**src/rtl/axi_lite_req_master_if.sv**
```systemverilog
// AXI4-Lite channel bundle between a single-request master and its slave.
interface axi_lite_req_master_if #(
  parameter int unsigned ADDR_W = 32
) ();
  logic [ADDR_W-1:0] awaddr;
  logic [2:0]        awprot;
  logic              awvalid;
  logic              awready;
  logic [31:0]       wdata;
  logic [3:0]        wstrb;
  logic              wvalid;
  logic              wready;
  logic [1:0]        bresp;
  logic              bvalid;
  logic              bready;
  logic [ADDR_W-1:0] araddr;
  logic [2:0]        arprot;
  logic              arvalid;
  logic              arready;
  logic [31:0]       rdata;
  logic [1:0]        rresp;
  logic              rvalid;
  logic              rready;

  modport master (
    output awaddr, awprot, awvalid, input awready,
    output wdata, wstrb, wvalid, input wready,
    input  bresp, bvalid, output bready,
    output araddr, arprot, arvalid, input arready,
    input  rdata, rresp, rvalid, output rready
  );

  modport slave (
    input  awaddr, awprot, awvalid, output awready,
    input  wdata, wstrb, wvalid, output wready,
    output bresp, bvalid, input bready,
    input  araddr, arprot, arvalid, output arready,
    output rdata, rresp, rvalid, input rready
  );
endinterface

```
**src/rtl/axi_lite_req_master.sv**
```systemverilog
// Single-request to AXI4-Lite master: one outstanding write or read, response on valid/ready.
// Optional abort timer enabled by defining AXI_LITE_REQ_TIMEOUT_EN.
module axi_lite_req_master #(
  parameter int unsigned ADDR_W         = 32,
  parameter int unsigned DATA_W         = 32,
  parameter int unsigned TIMEOUT_CYCLES = 1024
) (
  input  logic                  m_axi_aclk,
  input  logic                  m_axi_areset,
  input  logic                  req_valid_i,
  output logic                  req_ready_o,
  input  logic                  req_we_i,
  input  logic [ADDR_W-1:0]     req_addr_i,
  input  logic [DATA_W-1:0]     req_wdata_i,
  input  logic [DATA_W/8-1:0]   req_wstrb_i,
  output logic                  rsp_valid_o,
  input  logic                  rsp_ready_i,
  output logic [DATA_W-1:0]     rsp_rdata_o,
  output logic                  rsp_err_o,
  axi_lite_req_master_if.master m_axi
);

  localparam int unsigned STRB_W = DATA_W / 8;

  typedef enum logic [2:0] {
    IDLE    = 3'd0,
    WR_AW_W = 3'd1,
    WR_B    = 3'd2,
    RD_AR   = 3'd3,
    RD_R    = 3'd4,
    RSP     = 3'd5
  } state_t;

  state_t              state, state_d;
  logic                aw_done, aw_done_d, w_done, w_done_d;
  logic [ADDR_W-1:0]   addr_q, addr_d;
  logic [DATA_W-1:0]   wdata_q, wdata_d;
  logic [STRB_W-1:0]   wstrb_q, wstrb_d;
  logic                awvalid_d, wvalid_d, bready_d, arvalid_d, rready_d;
  logic                req_ready_d, rsp_valid_d, rsp_err_d;
  logic [DATA_W-1:0]   rsp_rdata_d;
  logic                accept_c, aw_fin_c, w_fin_c, tmo_hit_c;

  assign accept_c = (state == IDLE) && req_valid_i && req_ready_o;
  assign aw_fin_c = aw_done || (m_axi.awvalid && m_axi.awready);
  assign w_fin_c  = w_done  || (m_axi.wvalid  && m_axi.wready);

  assign m_axi.awaddr = addr_q;
  assign m_axi.araddr = addr_q;
  assign m_axi.wdata  = 32'(wdata_q);
  assign m_axi.wstrb  = 4'(wstrb_q);
  assign m_axi.awprot = 3'b000;
  assign m_axi.arprot = 3'b000;

`ifdef AXI_LITE_REQ_TIMEOUT_EN
  localparam int unsigned      CNT_W    = $clog2(TIMEOUT_CYCLES) + 1;
  localparam logic [CNT_W-1:0] CNT_LAST = CNT_W'(TIMEOUT_CYCLES - 1);
  localparam logic [CNT_W-1:0] CNT_MAX  = '1;

  logic [CNT_W-1:0] tmo_cnt;
  logic             busy_c;

  assign busy_c    = state inside {WR_AW_W, WR_B, RD_AR, RD_R};
  assign tmo_hit_c = busy_c && (tmo_cnt == CNT_LAST);

  // Saturating wait counter, restarted by every accepted request
  always_ff @(posedge m_axi_aclk) begin
    if (m_axi_areset) begin
      tmo_cnt <= '0;
    end else if (accept_c) begin
      tmo_cnt <= '0;
    end else if (busy_c && (tmo_cnt != CNT_MAX)) begin
      tmo_cnt <= tmo_cnt + CNT_W'(1);
    end
  end
`else
  logic unused_tmo;
  assign unused_tmo = ^32'(TIMEOUT_CYCLES);
  assign tmo_hit_c  = 1'b0;
`endif

  // Next state and next registered outputs
  always_comb begin
    state_d     = state;
    aw_done_d   = aw_done;
    w_done_d    = w_done;
    addr_d      = addr_q;
    wdata_d     = wdata_q;
    wstrb_d     = wstrb_q;
    awvalid_d   = 1'b0;
    wvalid_d    = 1'b0;
    bready_d    = 1'b0;
    arvalid_d   = 1'b0;
    rready_d    = 1'b0;
    rsp_valid_d = rsp_valid_o;
    rsp_rdata_d = rsp_rdata_o;
    rsp_err_d   = rsp_err_o;

    case (state)
      IDLE: begin
        if (accept_c) begin
          addr_d    = req_addr_i;
          wdata_d   = req_wdata_i;
          wstrb_d   = req_wstrb_i;
          aw_done_d = 1'b0;
          w_done_d  = 1'b0;
          if (req_we_i) begin
            state_d   = WR_AW_W;
            awvalid_d = 1'b1;
            wvalid_d  = 1'b1;
          end else begin
            state_d   = RD_AR;
            arvalid_d = 1'b1;
          end
        end
      end
      WR_AW_W: begin
        aw_done_d = aw_fin_c;
        w_done_d  = w_fin_c;
        awvalid_d = !aw_fin_c;
        wvalid_d  = !w_fin_c;
        if (aw_fin_c && w_fin_c) begin
          state_d  = WR_B;
          bready_d = 1'b1;
        end
      end
      WR_B: begin
        bready_d = 1'b1;
        if (m_axi.bvalid && m_axi.bready) begin
          bready_d    = 1'b0;
          rsp_valid_d = 1'b1;
          rsp_rdata_d = '0;
          rsp_err_d   = (m_axi.bresp != 2'b00);
          state_d     = RSP;
        end
      end
      RD_AR: begin
        arvalid_d = 1'b1;
        if (m_axi.arvalid && m_axi.arready) begin
          arvalid_d = 1'b0;
          rready_d  = 1'b1;
          state_d   = RD_R;
        end
      end
      RD_R: begin
        rready_d = 1'b1;
        if (m_axi.rvalid && m_axi.rready) begin
          rready_d    = 1'b0;
          rsp_valid_d = 1'b1;
          rsp_rdata_d = DATA_W'(m_axi.rdata);
          rsp_err_d   = (m_axi.rresp != 2'b00);
          state_d     = RSP;
        end
      end
      RSP: begin
        if (rsp_ready_i) begin
          rsp_valid_d = 1'b0;
          state_d     = IDLE;
        end
      end
      default: state_d = IDLE;
    endcase

    // Abandon the bus transaction and report an error
    if (tmo_hit_c) begin
      awvalid_d   = 1'b0;
      wvalid_d    = 1'b0;
      bready_d    = 1'b0;
      arvalid_d   = 1'b0;
      rready_d    = 1'b0;
      rsp_valid_d = 1'b1;
      rsp_rdata_d = '0;
      rsp_err_d   = 1'b1;
      state_d     = RSP;
    end

    req_ready_d = (state_d == IDLE);
  end

  // State and output registers
  always_ff @(posedge m_axi_aclk) begin
    if (m_axi_areset) begin
      state         <= IDLE;
      aw_done       <= 1'b0;
      w_done        <= 1'b0;
      addr_q        <= '0;
      wdata_q       <= '0;
      wstrb_q       <= '0;
      m_axi.awvalid <= 1'b0;
      m_axi.wvalid  <= 1'b0;
      m_axi.bready  <= 1'b0;
      m_axi.arvalid <= 1'b0;
      m_axi.rready  <= 1'b0;
      req_ready_o   <= 1'b0;
      rsp_valid_o   <= 1'b0;
      rsp_rdata_o   <= '0;
      rsp_err_o     <= 1'b0;
    end else begin
      state         <= state_d;
      aw_done       <= aw_done_d;
      w_done        <= w_done_d;
      addr_q        <= addr_d;
      wdata_q       <= wdata_d;
      wstrb_q       <= wstrb_d;
      m_axi.awvalid <= awvalid_d;
      m_axi.wvalid  <= wvalid_d;
      m_axi.bready  <= bready_d;
      m_axi.arvalid <= arvalid_d;
      m_axi.rready  <= rready_d;
      req_ready_o   <= req_ready_d;
      rsp_valid_o   <= rsp_valid_d;
      rsp_rdata_o   <= rsp_rdata_d;
      rsp_err_o     <= rsp_err_d;
    end
  end

endmodule
```
**src/flat_wrapper.sv**
```systemverilog
// flat-port wrapper written by rule: the top's interface ports become plain ports
module axi_lite_req_master_flat 
#(
  parameter int unsigned ADDR_W         = 32,
  parameter int unsigned DATA_W         = 32,
  parameter int unsigned TIMEOUT_CYCLES = 1024
)
  (m_axi_aclk, m_axi_areset, req_valid_i, req_ready_o, req_we_i, req_addr_i, req_wdata_i, req_wstrb_i, rsp_valid_o, rsp_ready_i, rsp_rdata_o, rsp_err_o, m_axi_awaddr, m_axi_awprot, m_axi_awvalid, m_axi_awready, m_axi_wdata, m_axi_wstrb, m_axi_wvalid, m_axi_wready, m_axi_bresp, m_axi_bvalid, m_axi_bready, m_axi_araddr, m_axi_arprot, m_axi_arvalid, m_axi_arready, m_axi_rdata, m_axi_rresp, m_axi_rvalid, m_axi_rready);
  axi_lite_req_master_if #(.ADDR_W(ADDR_W)) m_axi_i ();
  input  logic m_axi_aclk;
  input  logic m_axi_areset;
  input  logic req_valid_i;
  output logic req_ready_o;
  input  logic req_we_i;
  input  logic [ADDR_W-1:0] req_addr_i;
  input  logic [DATA_W-1:0] req_wdata_i;
  input  logic [DATA_W/8-1:0] req_wstrb_i;
  output logic rsp_valid_o;
  input  logic rsp_ready_i;
  output logic [DATA_W-1:0] rsp_rdata_o;
  output logic rsp_err_o;
  output wire logic [$bits(m_axi_i.awaddr)-1:0] m_axi_awaddr;
  output wire logic [$bits(m_axi_i.awprot)-1:0] m_axi_awprot;
  output wire logic [$bits(m_axi_i.awvalid)-1:0] m_axi_awvalid;
  input wire logic [$bits(m_axi_i.awready)-1:0] m_axi_awready;
  output wire logic [$bits(m_axi_i.wdata)-1:0] m_axi_wdata;
  output wire logic [$bits(m_axi_i.wstrb)-1:0] m_axi_wstrb;
  output wire logic [$bits(m_axi_i.wvalid)-1:0] m_axi_wvalid;
  input wire logic [$bits(m_axi_i.wready)-1:0] m_axi_wready;
  input wire logic [$bits(m_axi_i.bresp)-1:0] m_axi_bresp;
  input wire logic [$bits(m_axi_i.bvalid)-1:0] m_axi_bvalid;
  output wire logic [$bits(m_axi_i.bready)-1:0] m_axi_bready;
  output wire logic [$bits(m_axi_i.araddr)-1:0] m_axi_araddr;
  output wire logic [$bits(m_axi_i.arprot)-1:0] m_axi_arprot;
  output wire logic [$bits(m_axi_i.arvalid)-1:0] m_axi_arvalid;
  input wire logic [$bits(m_axi_i.arready)-1:0] m_axi_arready;
  input wire logic [$bits(m_axi_i.rdata)-1:0] m_axi_rdata;
  input wire logic [$bits(m_axi_i.rresp)-1:0] m_axi_rresp;
  input wire logic [$bits(m_axi_i.rvalid)-1:0] m_axi_rvalid;
  output wire logic [$bits(m_axi_i.rready)-1:0] m_axi_rready;
  assign m_axi_awaddr = m_axi_i.awaddr;
  assign m_axi_awprot = m_axi_i.awprot;
  assign m_axi_awvalid = m_axi_i.awvalid;
  assign m_axi_i.awready = m_axi_awready;
  assign m_axi_wdata = m_axi_i.wdata;
  assign m_axi_wstrb = m_axi_i.wstrb;
  assign m_axi_wvalid = m_axi_i.wvalid;
  assign m_axi_i.wready = m_axi_wready;
  assign m_axi_i.bresp = m_axi_bresp;
  assign m_axi_i.bvalid = m_axi_bvalid;
  assign m_axi_bready = m_axi_i.bready;
  assign m_axi_araddr = m_axi_i.araddr;
  assign m_axi_arprot = m_axi_i.arprot;
  assign m_axi_arvalid = m_axi_i.arvalid;
  assign m_axi_i.arready = m_axi_arready;
  assign m_axi_i.rdata = m_axi_rdata;
  assign m_axi_i.rresp = m_axi_rresp;
  assign m_axi_i.rvalid = m_axi_rvalid;
  assign m_axi_rready = m_axi_i.rready;
  axi_lite_req_master #(.ADDR_W(ADDR_W), .DATA_W(DATA_W), .TIMEOUT_CYCLES(TIMEOUT_CYCLES)) u_core (.m_axi_aclk(m_axi_aclk), .m_axi_areset(m_axi_areset), .req_valid_i(req_valid_i), .req_ready_o(req_ready_o), .req_we_i(req_we_i), .req_addr_i(req_addr_i), .req_wdata_i(req_wdata_i), .req_wstrb_i(req_wstrb_i), .rsp_valid_o(rsp_valid_o), .rsp_ready_i(rsp_ready_i), .rsp_rdata_o(rsp_rdata_o), .rsp_err_o(rsp_err_o), .m_axi(m_axi_i));
endmodule
```
**config.mk**
```make
export PLATFORM = sky130hd
export DESIGN_NAME = axi_lite_req_master_flat
export DESIGN_NICKNAME = d
export VERILOG_FILES = /design/src/rtl/axi_lite_req_master_if.sv /design/src/rtl/axi_lite_req_master.sv /design/src/flat_wrapper.sv
export SDC_FILE = /design/constraint.sdc
export NUM_CORES = 1
export LEC_CHECK = 0
export ABC_AREA = 1
export CORE_MARGIN = 4
export CORE_UTILIZATION = 35
export CTS_BUF_LIST = sky130_fd_sc_hd__clkbuf_4
export DETAILED_ROUTE_END_ITERATION = 10
export PLACE_DENSITY = 0.8
export SLEW_MARGIN = 40
export SYNTH_ARGS = -nofsm -noshare
export SYNTH_HDL_FRONTEND = slang
export SYNTH_SLANG_ARGS = --single-unit
export TNS_END_PERCENT = 50
```
**constraint.sdc**
```tcl
create_clock -name m_axi_aclk -period 1.1 [get_ports m_axi_aclk]
set_input_delay 0.11 -clock m_axi_aclk [delete_from_list [all_inputs] [get_ports m_axi_aclk]]
set_output_delay 0.11 -clock m_axi_aclk [all_outputs]
set_load 0.01 [all_outputs]
```
# [Yosys cells after proc, flatten, opt, wreduce, memory -nomap -nowiden]
# Cells that the tools add are included.
[op_classes] n_reduce_logical=23 muxes=35 eq_ne=9
[ops] op="2-to-1 mux 32 bit" count=2
[ops] op="case mux 32 bit (2 select lines)" count=1
[ops] op="2-to-1 mux 3 bit" count=6
[ops] op="case mux 3 bit (6 select lines)" count=1
[ops] op="case mux 1 bit (2 select lines)" count=8
[ops] op="2-to-1 mux 1 bit" count=15
[ops] op="logical AND 1 bit" count=8
[ops] op="nonzero test 2 bit" count=4
[ops] op="== test 3 x 2 -> 1 bit, second input constant" count=2
[ops] op="== test 3 bit, second input constant" count=2
[ops] op="zero test 3 bit" count=2
[ops] op="inequality test 2 x 1 -> 1 bit, second input constant" count=3
[ops] op="AND reduction 2 bit" count=2
[ops] op="AND reduction 4 bit" count=1
[ops] op="== test 3 x 1 -> 1 bit, second input constant" count=1
[ops] op="case mux 1 bit (3 select lines)" count=1
[ops] op="AND reduction 3 bit" count=1
[ops] op="nonzero test 3 bit" count=1
[ops] op="zero test 1 bit" count=2
[ops] op="logical OR 1 bit" count=2
[ops] op="2-to-1 mux 2 bit" count=1
[ops] op="inequality test 2 bit, second input constant" count=1
[word_totals] out_inout_bits=146 ff_bits=113 in_bits=114 elab_cells=82

# [Logic depth before layout (Yosys ltp)]
# Gate-level depths: netlist of run 1.
[logic_depth] depth_word=6 depth_mapped=8 ltp_nobuf=8

# [Worst setup path before layout of run 1]
# No wires, ideal clock.
[synth_timing] path_kind="flip-flop to flip-flop" from="register u_core.state[1]" to="register u_core.wstrb_q[1], in the netlist u_core.m_axi.wstrb[1]" path_slack_ps=-83 period_less_slack_ps=1183 required_ps=984 setup_ps=116 t_arrival_ps=1067 path_buffers=1 path_stages_with_launch=8 cell_sequence="dfxtp_1 nor2_1 nand2_1 nor2_4 inv_2 buf_2 nor2_1 nor2_1"
[synth_between] elab_chain_cells=4
[synth_lines] element="start: declaration" line_no="axi_lite_req_master.sv:34" rtl="state_t state, state_d;"
[synth_lines] element="start signal: assignment" line_no="axi_lite_req_master.sv:199" rtl="state <= state_d;"
[synth_lines] element="zero test 3 bit *" line_no="axi_lite_req_master.sv:44, axi_lite_req_master.sv:99"
[synth_lines] element="logical AND 1 bit (2 in series)" line_no="axi_lite_req_master.sv:44" rtl="assign accept_c = (state == IDLE) && req_valid_i && req_ready_o;"
[synth_lines] element="AND reduction 2 bit (no source line) *"
[synth_lines] element="end signal: assignment" line_no="axi_lite_req_master.sv:204" rtl="wstrb_q <= wstrb_d;"
[synth_lines] element="end: declaration" line_no="axi_lite_req_master.sv:38" rtl="logic [STRB_W-1:0] wstrb_q, wstrb_d;"
# Every way passes the cells marked *; elsewhere a longest branch is shown, timed or not.
# A chain may end at the register's enable or synchronous reset.

# [Worst setup path in the final report of run 1]
[layout_timing] from="register u_core.state[0]" to="register u_core.rsp_rdata_o[6]"
[layout_between] elab_chain_cells=3 word_cells_on_any_way=7 classes_between="4 x eq/ne; 1 x mux; 2 x reduce/logical"
[layout_lines] element="== test 3 bit or == test 3 x 2 -> 1 bit (tied branches)" line_no="axi_lite_req_master.sv:99" rtl="case (state)"
[layout_lines] element="inequality test 2 x 1 -> 1 bit (no source line) or nonzero test 2 bit (tied branches)"
[layout_lines] element="AND reduction 3 bit (no source line)"
[layout_lines] element="end signal: assignment" line_no="axi_lite_req_master.sv:212" rtl="rsp_rdata_o <= rsp_rdata_d;"
[layout_lines] element="end: declaration" line_no="axi_lite_req_master.sv:18" rtl="output logic [DATA_W-1:0] rsp_rdata_o,"
# Several ways; a longest one is shown, not always the timed one.

==> summary.txt, run 1 <==
Floorplan
  – Die width: 120 um
  – Die Height: 120 um
  – Total core area: 12100 um^2
  – # IOs: 260
  – Starting Density: 36.1%
  – # rows: 40
  – Die footprint: 14400 um^2

Critical path
  – Startpoint types: flop
  – Crit-path slowest cell: dfxtp_4
  – Cell family with most CP delay: simple AND/OR/NAND/NOR gates
  – WP data arrival: 1.83 ns
  – Crit-path max FO: 6
  – Critical Path Sink Type: flop
  – Max incr delay on CP: 0.38 ns
  – CP most frequent cell: nor2_8
  – CP Class: reg -> reg
  – Data required time of the critical path: 1.53 ns
  – CP Cell Sequence: nor2_4 -> nand2_4 -> nor2_8 -> nor2_8 -> clkbuf_16 -> nand2_1 -> a21oi_1
  – R2R depth: 7
  – Worst path depth: 7
  – Buf/Inv on CP: 1

Logic synthesis
  – Synth area leaders: dfxtp_1 (52%), nor2_1 (13%), nand2_1 (7.9%)
  – Synth top cells by count: nor2_1 (150), dfxtp_1 (113), nand2_1 (92), o21ai_0 (66), a21oi_1 (42)
  – Unique cell type count in the Yosys netlist: 21
  – Synth Area per Inst: 7.69 um^2
  – Synth Register Bits: 113
  – Gate Count Post-Synth: 569
  – Fraction of registers with async set/reset: 0%
  – Most used DFF post-synth: dfxtp_1
  – YS warnings: 0
  – Mapped Area: 4380 um^2
  – EDFF count, synth: 0
  – Share of the synthesized area in the top cell type: 51.7%
  – Post-synth top area cell: dfxtp_1
  – Count leader, synth: nor2_1
  – Post-synthesis sequential area ratio: 51.7%

Clock tree
  – Clock transition at path regs: 0.11 ns
  – Hold buffer count at cts: 0
  – Htree depth: 4
  – Clock latency on the worst-skew pair: 0.53 ns
  – CTS tree: yes
  – Clk sinks: 113
  – CTS Buffer Depth: 2
  – Root buf cell: clkbuf_4
  – Num CTS Buffers: 17

Finish
  – Fin cells: 1018
  – Sequential standard cell area: 2450 um^2
  – Layout overhead on the synthesized area: 99.9%
  – Fill cells: 861
  – Area occupied by multi-input gates: 2170 um^2
  – Fin util: 72.2%
  – Layout cells sized above 1: 55.8%
  – Final #Nets: 951

Timing
  – Min cycle time layout: 1.40 ns
  – Final Hold Violating Endpoints: 0
  – Maximum clock frequency: 716 MHz
  – Max-slew violations: 0
  – Final setup vio count: 208
  – Period utilisation layout: 127%
  – Setup Skew: 0.0169 ns
  – RSZ-0062 raised after global routing: true
  – Fin worst setup slack: -0.297 ns

Power and ir drop
  – Power share of the clock group: 20.2%
  – Switching Power: 4780 uW
  – Cell Pwr Density: 1620 nW/um^2
  – Net Sw Frac: 33.7%
  – Worst VDD drop: 1160 uV
  – Lkg Pwr: 0.00366 uW
  – P_int: 9420 uW
  – Reg power frac: 39.0%
  – Comb power frac: 40.8%

Run
  – Max_cap viols: 0

Outcome
  – Failing checks: negative setup slack
  – Status: finished with violations

Worst hold path
  – HP Class: in -> reg
  – Worst Hold Depth: 3

Global routing
  – Initial antenna violation count: 1
  – Total GRT Usage: 20.8%
  – First-pass GRT wire length: 23.3 mm
  – Grt ovf: 0
  – Largest net degree at the start of global routing: 33
  – Vias in the first global route: 4444

Placed design
  – PortBufs: 253
  – Placed insts: 963
  – GP Congestion: 0.812
  – Place WS: -0.319 ns
  – DP HPWL: 10.5 mm

Drt
  – DRC: 0
  – DRT Pass-1 Iters: 4
  – Iter 0 DRT Violations: 229
  – Total routed wirelength: 18.1 mm
  – Remaining antenna violation count: 0
  – Mean routed wirelength per cell: 17.8 um
  – Vias: 4911
  – Vias per cell: 4.82
sequential cells by signal (all words and copies together), names as in the netlist, 3 cells and up:
name                 flops
u_core.m_axi.araddr     32
u_core.m_axi.wdata      32
u_core.m_axi.wstrb       4
u_core.rsp_rdata_o      32
u_core.state             3
power groups by stage:
stage / registers (uW) / clock network (uW) / logic (uW)
floorplan: 5500 / 0 / 1800
global placement: 5220 / 0 / 4460
detailed placement: 5250 / 0 / 4500
CTS: 5470 / 2920 / 5210
global route: 5640 / 3140 / 6150
finish: 5540 / 2870 / 5790
layout make-up:
| type | count | share of cell area [%] |
|---|---|---|
| Multi-Input combinational cell | 377 | 24.8 |
| Clock buffer | 17 | 1.46 |
| Sequential cell | 113 | 28.0 |
| Clock inverter | 14 | 1.42 |
| Timing Repair Buffer | 314 | 41.1 |
| Tap cell | 168 | 2.40 |
| Inverter | 14 | 0.772 |
| Antenna cell | 1 | 0.0286 |
worst paths after layout:
kind / start / slack, ns / end
min reg2reg: u_core.rsp_rdata_o[23] / 0.46 / u_core.rsp_rdata_o[23]
max reg2reg: u_core.state[0] / -0.30 / u_core.rsp_rdata_o[6]
max: u_core.state[0] / -0.30 / u_core.rsp_rdata_o[6]
min: m_axi_rdata[27] / 0.11 / u_core.rsp_rdata_o[27]
worst reg2reg max path: stages, from the launching register on:
cell       delay, ns
dfxtp_4         0.38
nor2_4          0.15
nand2_4         0.10
nor2_8          0.25
nor2_8          0.12
clkbuf_16       0.19
nand2_1         0.08
a21oi_1         0.06
per-stage QoR:
stage                     setup TNS, ns  power [uW]  cell area (um^2)  hold WS (ns)
final                            -27.19       14200              8750         0.106
after global routing             -42.38       14900              8750        0.0591
after CTS                        -25.17       13600              7970        0.0696
after detailed placement         -29.24        9750              7150         0.448
after global placement           -27.83        9680              7150         0.443
after floorplan                   -5.54        7300              4450         0.245
kinds of logic (layout without fill, tap and decap cells):
group / Yosys count / after routing / synth area share [%]
flip-flops: 113 / 113 / 51.7
other: 1 / 7 / 0.0857
AO/OA/AOI/OAI: 115 / 115 / 13.2
AND/OR/NAND/NOR: 256 / 256 / 23.4
buffers and inverters: 84 / 359 / 11.7
cell usage in the layout, fill, tap and decap left out, drive strengths merged:
cell,count
buf,194
nor2,155
clkdlybuf4s50,113
dfxtp,113
nand2,93
o21ai,73
a21oi,42
clkbuf,24
inv,14
clkinv,8
nand3,7
conb,6
clkinvlp,4
bufinv,2
diode,1
nor3,1
layer usage:
metal	vias to the layer above	global-route usage, %	part of all wire [%]
met5	-	0	0
met4	0	8.02	3.6
met3	50	6.60	6.0
met2	203	35.1	52
met1	2330	24.6	38
li1	2328	-	-
timing repair:
action / 4_1_cts / 5_1_grt
endpoints found under the setup margin: 253 / 253
resized for setup: 851 / 171
gates cloned: 4 / 8
setup buffers: 8 / 3
pin swaps: 6 / 18
Power figures use the tool's default switching activity.
==> run 2, diff against run 1 <==
--- a/config.mk
+++ b/config.mk
@@ -5,11 +5,11 @@
 export SDC_FILE = /design/constraint.sdc
 export NUM_CORES = 1
 export LEC_CHECK = 0
-export ABC_AREA = 1
 export CORE_MARGIN = 4
 export CORE_UTILIZATION = 35
 export CTS_BUF_LIST = sky130_fd_sc_hd__clkbuf_4
 export DETAILED_ROUTE_END_ITERATION = 10
+export HOLD_SLACK_MARGIN = 0.15
 export PLACE_DENSITY = 0.8
 export SLEW_MARGIN = 40
 export SYNTH_ARGS = -nofsm -noshare
==> summary.txt, run 2 <==
Critical path
  – R2R depth: 6
  – Max incr delay on CP: 0.42 ns
  – WP data arrival: 2.02 ns
  – Startpoint types: flop
  – R2R Setup Slk: -0.50 ns
  – Data required time of the critical path: 1.52 ns
  – Buf/Inv on CP: 2
  – Crit-path max FO: 8
  – Cell family with most CP delay: simple AND/OR/NAND/NOR gates
  – Critical path origin: u_core.state[1]
  – Critical Path Sink Type: flop
  – RR Startpoint: u_core.state[1]
  – CP Cell Sequence: buf_6 -> or3b_4 -> nor2_4 -> clkbuf_16 -> a22oi_1 -> nor2_1
  – Crit-path slowest cell: or3b_4
  – CP Class: reg -> reg
  – Worst path depth: 6

Logic synthesis
  – Fraction of registers with async set/reset: 0%
  – Mapped Area: 4330 um^2
  – Synth Area per Inst: 8.37 um^2
  – Share of the synthesized area in the top cell type: 52.2%
  – Post-synthesis sequential area ratio: 52.2%
  – Most used DFF post-synth: dfxtp_1
  – Synth area leaders: dfxtp_1 (52%), nand2_1 (12%), a21oi_1 (8.5%)
  – Gate Count Post-Synth: 518
  – Unique cell type count in the Yosys netlist: 35
  – Synth top cells by count: nand2_1 (144), dfxtp_1 (113), a21oi_1 (74), buf_4 (45), nor2_1 (42)
  – YS warnings: 0
  – Synth Register Bits: 113
  – EDFF count, synth: 0
  – Count leader, synth: nand2_1
  – Post-synth top area cell: dfxtp_1

Drt
  – DRT Pass-1 Iters: 4
  – Vias: 4839
  – Vias per cell: 4.75
  – Remaining antenna violation count: 0
  – Total routed wirelength: 16.4 mm
  – Mean routed wirelength per cell: 16.1 um
  – DRC: 0
  – Iter 0 DRT Violations: 190

Timing
  – Min cycle time layout: 1.60 ns
  – Period utilisation layout: 145%
  – TNS Setup: -50.44 ns
  – Setup Skew: 0.0105 ns
  – Fin worst setup slack: -0.499 ns
  – Max-slew violations: 0
  – RSZ-0062 raised after global routing: true
  – Final setup vio count: 162
  – Final Hold Violating Endpoints: 0
  – Maximum clock frequency: 625 MHz

Outcome
  – Failing checks: negative setup slack
  – Status: finished with violations

Clock tree
  – Clock latency on the worst-skew pair: 0.49 ns
  – Num CTS Buffers: 17
  – CTS Buffer Depth: 2
  – CTS tree: yes
  – Root buf cell: clkbuf_4
  – Htree depth: 4
  – Clk sinks: 113
  – Clock transition at path regs: 0.10 ns

Floorplan
  – Die width: 119 um
  – Starting Density: 35.9%
  – # rows: 40
  – Die footprint: 14200 um^2
  – Total core area: 12100 um^2
  – # IOs: 260
  – Die Height: 119 um

Power and ir drop
  – Worst VDD drop: 939 uV
  – Cell Pwr Density: 1400 nW/um^2
  – Design Power: 11700 uW
  – Lkg Pwr: 0.00348 uW

Placed design
  – DP HPWL: 10.4 mm
  – PortBufs: 253
  – GP Congestion: 0.788

Finish
  – Layout cells sized above 1: 34.7%
  – Commonest non-fill, non-tap cell in the layout: nand2_1
  – Most frequent cells in the layout: nand2_1 (140), clkdlybuf4s50_1 (112), buf_6 (103), dfxtp_2 (82), a21oi_1 (69)
  – Layout overhead on the synthesized area: 92.9%
  – Final #Nets: 952
  – # diodes: 0

Worst hold path
  – Worst Hold Depth: 3
  – HP Class: in -> reg
  – Worst hold start: req_addr_i[23]

Global routing
  – Grt ovf: 0
  – First-pass GRT wire length: 24.3 mm
  – Vias in the first global route: 5008
  – Total GRT Usage: 21.3%
  – Largest net degree at the start of global routing: 80
  – Initial antenna violation count: 0

Run
  – Max_cap viols: 0
## run 2: worst paths after layout
kind	to
max reg2reg	u_core.rsp_rdata_o[7]
min reg2reg	u_core.m_axi.wdata[9]
max	u_core.rsp_rdata_o[7]
min	u_core.m_axi.araddr[23]
## run 2: what timing repair did
item,CTS,global route
resized for setup,470,215
gates cloned,0,3
hold endpoints to repair,111,2
pin swaps,4,20
hold buffers,66,2
buffers inserted,10,6
setup endpoints to repair,253,253
## run 2: layout make-up
class                           instances  area [um^2]
Clock buffer                           21          158
Inverter                                2         7.51
Clock inverter                         10         93.8
Multi-Input combinational cell        333         1760
Tap cell                              168          210
Fill cell                             901         3700
Sequential cell                       113         2370
Timing Repair Buffer                  371         3760
## run 2: through the flow
step | worst slack, ns | hold WS (ns) | area, um^2 | instances | util, %
floorplan | -0.357 | 0.246 | 4400 | 523 | -
global placement | -0.738 | 0.380 | 6930 | 900 | 57.5
detailed placement | -0.788 | 0.386 | 6930 | 900 | 57.5
CTS | -0.437 | 0.151 | 8000 | 1007 | 66.4
global route | -0.556 | 0.177 | 8360 | 1018 | 69.3
finish | -0.499 | 0.213 | 8360 | 1018 | 69.3
## run 2: logic make-up after synthesis
logic type | after synthesis | share of synthesized area, %
AO/OA/AOI/OAI | 118 | 16.3
XOR/XNOR | 1 | 0.202
buffers and inverters | 77 | 10.9
flip-flops | 113 | 52.2
other | 1 | 0.0865
AND/OR/NAND/NOR | 208 | 20.3
## run 2: where the power goes
part	total, uW	internal, uW	switching (uW)
Clock	2830	1390	1440
Combinational	3990	2240	1750
Sequential	4910	4570	342
Total	11700	8200	3530
## run 2: layer usage
metal | global-route usage (%) | vias up | wire length [um]
li1 | - | 2321 | -
met1 | 21.1 | 2230 | 6000
met2 | 37.8 | 235 | 8340
met3 | 9.07 | 53 | 1490
met4 | 10.8 | 0 | 594
met5 | 0 | - | 0
## run 2: worst register-to-register path: stages (launching register included)
cell	delay, ns
dfxtp_2	0.35
buf_6	0.12
or3b_4	0.42
nor2_4	0.20
clkbuf_16	0.20
a22oi_1	0.10
nor2_1	0.15
